<file path="config.mk">
export PLATFORM = sky130hd
export DESIGN_NAME = cache_control
export DESIGN_NICKNAME = d
export VERILOG_FILES = /design/src/rtl/cache_control.sv
export SDC_FILE = /design/constraint.sdc
export NUM_CORES = 1
export LEC_CHECK = 0
export ABC_AREA = 0
export CAP_MARGIN = 20
export CORE_AREA = 3 3 64 66
export DETAILED_ROUTE_END_ITERATION = 7
export DIE_AREA = 0 0 67 69
export PLACE_DENSITY = 0.83
export REMOVE_ABC_BUFFERS = 1
export SYNTH_ARGS = -nofsm -noshare
export SYNTH_HDL_FRONTEND = slang
export SYNTH_SLANG_ARGS = --single-unit
</file>
<file path="constraint.sdc">
create_clock -name clk -period 4.72 [get_ports clk]
set_input_delay 0.708 -clock clk [delete_from_list [all_inputs] [get_ports clk]]
set_output_delay 0.708 -clock clk [all_outputs]
set_load 0.1 [all_outputs]
</file>
<file path="src/rtl/cache_control.sv">
// Control FSM for the 2-way set-associative L1 cache: drives array write enables,
// runs the CPU and physical-memory handshakes, and keeps saturating hit/miss counters.
//
//   state     | meaning
//   ----------+------------------------------------------------------------
//   IDLE      | serve hits in zero wait states; on a miss pick the victim
//   WRITEBACK | write the dirty victim line back to physical memory
//   ALLOCATE  | fill the victim way from physical memory, then return to IDLE
module cache_control #(
    parameter int COUNT_WIDTH = 16
) (
    input  logic                   clk,
    input  logic                   rst_n,
    input  logic                   mem_read,
    input  logic                   mem_write,
    input  logic                   hit0,
    input  logic                   hit1,
    input  logic                   dirty0,
    input  logic                   dirty1,
    input  logic                   lru,
    input  logic                   pmem_resp,
    output logic                   mem_resp,
    output logic                   pmem_read,
    output logic                   pmem_write,
    output logic                   load_way0,
    output logic                   load_way1,
    output logic                   data_sel,
    output logic                   dirty_in,
    output logic                   load_lru,
    output logic                   lru_in,
    output logic                   wb_addr_sel,
    output logic [COUNT_WIDTH-1:0] hit_count,
    output logic [COUNT_WIDTH-1:0] miss_count
);

    typedef enum logic [1:0] {
        IDLE      = 2'd0,
        WRITEBACK = 2'd1,
        ALLOCATE  = 2'd2
    } state_t;

    state_t state;
    state_t state_next;
    logic   victim_q;
    logic   refill_q;

    logic req;
    logic hit;
    logic hit_way;
    logic victim_dirty;
    logic hit_inc;
    logic miss_inc;
    logic refill_done;

    // A simultaneous read and write is handled as a write, so only mem_write matters below.
    assign req          = mem_read | mem_write;
    assign hit          = hit0 | hit1;
    assign hit_way      = ~hit0;
    assign victim_dirty = lru ? dirty1 : dirty0;

    always_comb begin
        state_next  = state;
        mem_resp    = 1'b0;
        pmem_read   = 1'b0;
        pmem_write  = 1'b0;
        load_way0   = 1'b0;
        load_way1   = 1'b0;
        data_sel    = 1'b0;
        dirty_in    = 1'b0;
        load_lru    = 1'b0;
        lru_in      = 1'b0;
        wb_addr_sel = 1'b0;
        hit_inc     = 1'b0;
        miss_inc    = 1'b0;
        refill_done = 1'b0;

        case (state)
            IDLE: begin
                if (req && hit) begin
                    mem_resp = 1'b1;
                    load_lru = 1'b1;
                    lru_in   = ~hit_way;
                    hit_inc  = ~refill_q;
                    if (mem_write) begin
                        load_way0 = ~hit_way;
                        load_way1 = hit_way;
                        data_sel  = 1'b0;
                        dirty_in  = 1'b1;
                    end
                end else if (req) begin
                    miss_inc   = 1'b1;
                    state_next = victim_dirty ? WRITEBACK : ALLOCATE;
                end
            end
            WRITEBACK: begin
                pmem_write  = 1'b1;
                wb_addr_sel = 1'b1;
                if (pmem_resp) begin
                    state_next = ALLOCATE;
                end
            end
            ALLOCATE: begin
                pmem_read = 1'b1;
                if (pmem_resp) begin
                    load_way0   = ~victim_q;
                    load_way1   = victim_q;
                    data_sel    = 1'b1;
                    dirty_in    = 1'b0;
                    refill_done = 1'b1;
                    state_next  = IDLE;
                end
            end
            default: begin
                state_next = IDLE;
            end
        endcase
    end

    always_ff @(posedge clk or negedge rst_n) begin
        if (!rst_n) begin
            state <= IDLE;
        end else begin
            state <= state_next;
        end
    end

    always_ff @(posedge clk or negedge rst_n) begin
        if (!rst_n) begin
            victim_q <= 1'b0;
        end else if (miss_inc) begin
            victim_q <= lru;
        end
    end

    // refill_q marks the single IDLE cycle after a fill so that serve is not counted as a hit.
    always_ff @(posedge clk or negedge rst_n) begin
        if (!rst_n) begin
            refill_q <= 1'b0;
        end else if (refill_done) begin
            refill_q <= 1'b1;
        end else if (state == IDLE) begin
            refill_q <= 1'b0;
        end
    end

    always_ff @(posedge clk or negedge rst_n) begin
        if (!rst_n) begin
            hit_count <= '0;
        end else if (hit_inc && (hit_count != {COUNT_WIDTH{1'b1}})) begin
            hit_count <= hit_count + COUNT_WIDTH'(1);
        end
    end

    always_ff @(posedge clk or negedge rst_n) begin
        if (!rst_n) begin
            miss_count <= '0;
        end else if (miss_inc && (miss_count != {COUNT_WIDTH{1'b1}})) begin
            miss_count <= miss_count + COUNT_WIDTH'(1);
        end
    end

endmodule

</file>
; Word-level counts from Yosys, hierarchy flattened
; Index checks and enable logic that the tools add are counted.
[totals]
ff_bits = 36
out_inout_bits = 42
[classes]
n_addsub = 2
eq_ne = 8
mux = 33
bitwise = 5
reduce_logical = 6
[op_table]
columns = operator, count
row1 = 16-bit by 1-bit adder with 16-bit output (second input constant), 2
row2 = 16-bit inequality test (second input constant), 2
row3 = 1-bit two-way mux, 25
row4 = 2-bit two-way mux, 5
row5 = 2-bit inequality test (second input constant), 4
row6 = 2-bit case mux with 3 select lines, 1
row7 = 1-bit case mux with 2 select lines, 2
row8 = 4-bit AND reduction, 1
row9 = 1-bit logical AND, 3
row10 = 1-bit inverter, 3
row11 = 2-bit by 1-bit == test with 1-bit output (second input constant), 1
row12 = 2-bit == test (second input constant), 1
row13 = 2-bit logical NOT, 1
row14 = 1-bit OR, 2
row15 = 2-bit nonzero test, 1

; Logic depth before layout (Yosys ltp)
; Gate-level depths: netlist (run 1).
[logic_depth]
ltp_word = 5
depth_mapped = 7
depth_no_buf = 6

; Least setup slack after synthesis (run 1)
; No wires, ideal clock.
[synth_path]
path_kind = input port to output port
from = input hit1
to = output mem_resp
arrival_time_ns = 3.487
t_required_ns = 4.012
setup_slack_ns = 0.525
cell_stages = 3
n_path_buf = 1
path_cell_list = nor2_1 nor3_1 buf_4
[synth_via]
elab_chain_len = 4
[synth_rtl]
columns = item, line
row1 = from (decl), 17  ; input logic hit1,
row2 = 1-bit OR, 57  ; assign hit = hit0 | hit1;
row3 = 1-bit logical AND, 79  ; if (req && hit) begin
row4 = 1-bit two-way mux (2 in series), --
row5 = to (decl), 22  ; output logic mem_resp,
; Every way passes these cells.

; Final worst setup path (run 1)
[layout_path]
from = input mem_write
to = output lru_in
[layout_via]
elab_chain_len = 4
[layout_rtl]
columns = item, line
row1 = from (decl), 15  ; input logic mem_write,
row2 = 1-bit OR, 56  ; assign req = mem_read | mem_write;
row3 = 1-bit logical AND, 79
row4 = 1-bit two-way mux, 79
row5 = 1-bit two-way mux, 77  ; case (state)
row6 = to (decl), 30  ; output logic lru_in,
; Every way passes these cells.

==> flow_summary.ini, run 1 <==
[run_status]
status = finished clean

[setup_path]
required_ns = 4.01
cp-end-kind = output pin
cp_max_fo = 6
crit_start = mem_write
cp_data_arrival_time_ns = 2.75
rr_startpoint = state[1]$_DFFE_PN0P_
critPathLaunchType = primary input
critical_path_class = in2out

[route]
wl_per_cell_um = 13.9
vias_per_cell = 5.27
vias = 1450
ant_nets = 0
drc = 0
drt_wl_total_mm = 3.83
firstDrtPassIters = 4
first_iter_violations = 101

[timing]
finClkSkew_ns = 0.00895
holdWs_ns = 0.496
slew_violations = 0
slew_headroom_pct = 34.3
setup_tns_ns = 0
rsz0062_at_grt = false
setup_viol_count_final = 0
layout_min_cycle_time_ns = 3.46
final_hold_viol_count = 0
worst_slew_pin_slew_ns = 0.982
timing.final.crit_share_pct = 73.3
fmax_ghz = 0.289

[synth]
yosys_warnings = 0
syn_inst = 170
synth.distinct_cells = 33
synthesis.area_sq_mm = 0.00183
synthArstFlopShare_pct = 100
seq_area_frac_synth_pct = 49.3
synth-edff-count = 0
ys_ff_latch = 36
synth_flop_cell = dfrtp_1
syn_area_per_cell_sq_um = 10.7

[hold_path]
min-delay-start = hit_count[15]$_DFFE_PN0P_
hold_class = reg2reg

[run]
maxCapViolations = 0

[power_and_ir_drop]
total_leakage_power_nw = 1.08
p_per_area_mw_per_mm2 = 617
power_mw = 1.53
ir_drop_v = 0.000548

[grt]
antenna_found_initial = 0
grt_pass1_vias = 1409
grt_max_degree = 37
overflow = 0
grt.total_usage_pct = 18.3
grt_pass1_wl_mm = 6.56

[final_layout]
layout.cells.non_filler = 275
final_cell_mix = 49 x clkdlybuf4s50_1, 36 x dfrtp_1, 18 x nor2_1, 18 x nand2_1, 16 x xor2_1
finish.utilization_pct = 68.5
nets = 238
layout_commonest_cell = clkdlybuf4s50_1
syn2layout_area_growth_pct = 36.3
antennaDiodeCount = 0
layout-drive-gt1-share_pct = 11.0
nFillCells = 299

[placed_design]
place_congestion = 0.772
dpl.hpwl_mm = 2.78
port_buffers = 51
placedCellCount = 267

[clock_tree]
clock-sinks = 36
root_buffer = clkbuf_8
cts_repair_resize_count = 0
cts_buffers = 5
hold_buffers = 0
post_cts.repair.setup_buffers = 0
clockBufferDepth = 2
path_clk_slew_ns = 0.07
htreeDepth = 2
cts_tree = yes
insertion_delay_ns = 0.29

[floorplanning]
die-area_sq_mm = 0.00462
ioPinCount = 52
start_util_pct = 50.2
row_count = 22
die_h_um = 69
die_w_um = 67
fp.coreArea_sq_mm = 0.00363
-- area by class of cell --
type	count	area (sq um)	share of cell area, %
clock buffers	5	68.8	2.77
clock inverters	3	42.5	1.71
inverters	4	15.0	0.604
multi-input cells	127	887	35.7
flip-flops and latches	36	901	36.2
well taps	48	60.1	2.41
repair buffers	52	513	20.6
-- cell families after synthesis --
group / count (synthesis) / share of synthesized area, %
compound gates: 7 / 2.95
xor+xnor: 29 / 14.3
fa+ha+maj: 2 / 1.37
buf+inv: 7 / 2.06
flops: 36 / 49.3
mux: 5 / 2.95
simple gates: 84 / 27.0
-- report_power, final --
group          total, mW  internal (mW)  switching [mW]  leakage [nW]
sequential         0.449          0.367          0.0820         0.475
combinational      0.819          0.201           0.617         0.548
clock              0.266          0.156           0.110        0.0541
total               1.53          0.724           0.810          1.08
-- sequential cells by signal, summed over array words and instances, names as in the netlist --
name	cells
hit_count	16
miss_count	16
state	2
refill_q	1
victim_q	1
-- Yosys cell counts, drive strengths merged, types with 4 or more instances --
master / n / area, sq um
dfrtp: 36 / 901
nand2: 18 / 67.6
nor2: 18 / 67.6
xor2: 17 / 156
xnor2: 12 / 105
nand4: 10 / 62.6
nand3: 8 / 40.0
inv: 4 / 15.0
nand3b: 4 / 30.0
nor3: 4 / 20.0
nor3b: 4 / 40.0
-- stage by stage --
step	cell area (sq um)	setup WS, ns
5_1_grt	2490	1.18
3_5_place_dp	2380	1.26
4_1_cts	2490	1.25
3_3_place_gp	2380	1.31
2_1_floorplan	1800	-0.833
6_report	2490	1.26
-- per-layer routing --
metal  up-vias  wire [um]  global-route usage [%]
met5         -          0                       0
met4         0         48                    4.95
met3         7        220                    6.19
met2        47       1810                    27.8
met1       689       1750                    24.6
li1        707          -                       -
-- worst paths after layout --
kind / endpoint / slack (ns) / cells after the start
hold reg to reg: hit_count[15]$_DFFE_PN0P_ / 0.50 / 1
min in group asynchronous: hit_count[2]$_DFFE_PN0P_ / 0.83 / 2
setup reg to reg: miss_count[4]$_DFFE_PN0P_ / 2.51 / 5
max in group asynchronous: miss_count[4]$_DFFE_PN0P_ / 3.55 / 2
hold / removal: hit_count[15]$_DFFE_PN0P_ / 0.50 / 1
setup / recovery: lru_in / 1.26 / 4
-- critical path: stages --
cell and delay, ns:
clkdlybuf4s50_1 0.51, nor2_1 0.15, nor3b_1 0.21, clkdlybuf4s50_1 1.16
(Power assumes the default switching activity.)
==> inputs of run 2 (changes only) <==
--- a/config.mk
+++ b/config.mk
@@ -7,10 +7,10 @@
 export LEC_CHECK = 0
 export ABC_AREA = 0
 export CAP_MARGIN = 20
-export CORE_AREA = 3 3 64 66
+export CORE_AREA = 3 3 67 69
 export DETAILED_ROUTE_END_ITERATION = 7
-export DIE_AREA = 0 0 67 69
-export PLACE_DENSITY = 0.83
+export DIE_AREA = 0 0 70 72
+export PLACE_DENSITY = 0.77
 export REMOVE_ABC_BUFFERS = 1
 export SYNTH_ARGS = -nofsm -noshare
 export SYNTH_HDL_FRONTEND = slang
==> constraint.sdc (replaced) <==
create_clock -name clk -period 3.4 [get_ports clk]
set_input_delay 0.51 -clock clk [delete_from_list [all_inputs] [get_ports clk]]
set_output_delay 0.51 -clock clk [all_outputs]
set_load 0.1 [all_outputs]
==> run 2 against run 1 <==
Effect of this change: non-clock buffer count is the same; die area grew 9.0%; design area down 0.86%; sequential share of layout area up 0.31 points; power is 38% higher; sequential power rose by 38%; final cell count grew 0.73%; clock skew shrank 0.0018 ns; sequential cell count is the same; register-to-register slack worse by 1.3 ns; first-iteration DRC count fell by 31%; global-route usage shrank 2.7 points; critical path type is now reg2out; largest cell class unchanged.
==> flow_summary.ini, run 2 (same netlist as run 1, synthesis figures left out) <==
[run_status]
status = finished clean

[timing]
finClkSkew_ns = 0.00711
rsz0062_at_grt = false
slew_violations = 0
fmax_ghz = 0.407
final_hold_viol_count = 0
slew_headroom_pct = 34.6
timing.final.crit_share_pct = 72.2
layout_min_cycle_time_ns = 2.46
worst_slack_ns = 0.945
worst_slew_pin_slew_ns = 0.979
holdWs_ns = 0.488
setup_viol_count_final = 0

[floorplanning]
start_util_pct = 46.0
ioPinCount = 52
die_w_um = 70
fp.coreArea_sq_mm = 0.00397
row_count = 23
die-area_sq_mm = 0.00504
die_h_um = 72

[grt]
grt_pass1_vias = 1402
grt_max_degree = 37
overflow = 0
antenna_found_initial = 0
grt_pass1_wl_mm = 6.42
grt.total_usage_pct = 15.6

[route]
drc = 0
ant_nets = 0
vias = 1434
firstDrtPassIters = 4
drt_wl_total_mm = 3.73
vias_per_cell = 5.18
first_iter_violations = 70
wl_per_cell_um = 13.5

[setup_path]
cp-end-kind = output pin
critical_path_class = reg2out
cp_max_fo = 7
path_delay_family = buffers and inverters
path_cells = clkdlybuf4s50_1
required_ns = 2.89
cp_slowest_stage_delay_ns = 1.18
critPathLaunchType = flip-flop
critPathSlowestCell = clkdlybuf4s50_1
cp_data_arrival_time_ns = 1.95
critPathBufInv = 1

[clock_tree]
root_buffer = clkbuf_8
htreeDepth = 2
path_clk_slew_ns = 0.07
hold_buffers = 0
post_cts.repair.setup_buffers = 0
cts_buffers = 5
clock-sinks = 36
insertion_delay_ns = 0.28
clockBufferDepth = 2
cts_tree = yes
cts_repair_resize_count = 0

[run]
maxCapViolations = 0

[final_layout]
antennaDiodeCount = 0
nFillCells = 358
layout-drive-gt1-share_pct = 14.1
register_area_sq_um = 901
final_cell_mix = 41 x clkdlybuf4s50_1, 36 x dfrtp_1, 18 x nor2_1, 18 x nand2_1, 16 x xor2_1
layout.cells.non_filler = 277
multi_input_area_sq_um = 887
layout_commonest_cell = clkdlybuf4s50_1
nets = 238
syn2layout_area_growth_pct = 35.1
reg_top3 = hit_count: 16 flops, miss_count: 16 flops, state: 2 flops

[hold_path]
hold_class = reg2reg

[placed_design]
placedCellCount = 269
place_ws_ns = 0.902
dpl.hpwl_mm = 2.84
port_buffers = 51
place_congestion = 0.752

[power_and_ir_drop]
ir_drop_v = 0.000494
total_leakage_power_nw = 1.09
p_per_area_mw_per_mm2 = 856
run 2: cell count changes in the layout (fill, tap and decap cells not counted):
cell,delta
clkdlybuf4s50_1,-8
buf_4,+8
clkinvlp_4,-1
clkbuf_1,+1
run 2: final timing paths:
check | cells past startpoint | slack [ns] | start | endpoint
worst min register to register | 1 | 0.49 | hit_count[15]$_DFFE_PN0P_ | hit_count[15]$_DFFE_PN0P_
max in group asynchronous | 2 | 2.44 | rst_n | hit_count[14]$_DFFE_PN0P_
worst max-delay path | 1 | 0.94 | miss_count[7]$_DFFE_PN0P_ | miss_count[7]
worst max register to register | 5 | 1.25 | state[1]$_DFFE_PN0P_ | miss_count[5]$_DFFE_PN0P_
worst min-delay path | 1 | 0.49 | hit_count[15]$_DFFE_PN0P_ | hit_count[15]$_DFFE_PN0P_
min in group asynchronous | 2 | 0.64 | rst_n | miss_count[1]$_DFFE_PN0P_
run 2: final cells by class:
| cell class | count | area share, % |
|---|---|---|
| sequential | 36 | 36.5 |
| multi-input combinational | 127 | 36.0 |
| timing repair buffer | 52 | 20.0 |
| clock buffer | 6 | 2.94 |
| tap | 50 | 2.54 |
| clock inverter | 2 | 1.42 |
| inverter | 4 | 0.609 |
run 2: through the flow:
stage	setup TNS (ns)	util (%)	cell area, sq um	power [mW]
floorplan	-4.00	-	1800	1.50
global placement	0	59.4	2360	1.75
CTS	0	62.1	2470	2.13
global route	0	62.1	2470	2.21
detailed placement	0	59.4	2360	1.76
finish	0	62.1	2470	2.11
run 2: layer usage:
layer	vias up	GRT usage (%)	wire, um
met4	0	4.47	42
met1	692	20.9	1750
met5	-	0	0
li1	699	-	-
met2	38	26.1	1780
met3	5	2.91	167
run 2: power by group:
group | total (mW) | switching (mW) | internal, mW
combinational | 1.13 | 0.856 | 0.270
clock | 0.366 | 0.148 | 0.218
sequential | 0.620 | 0.111 | 0.509
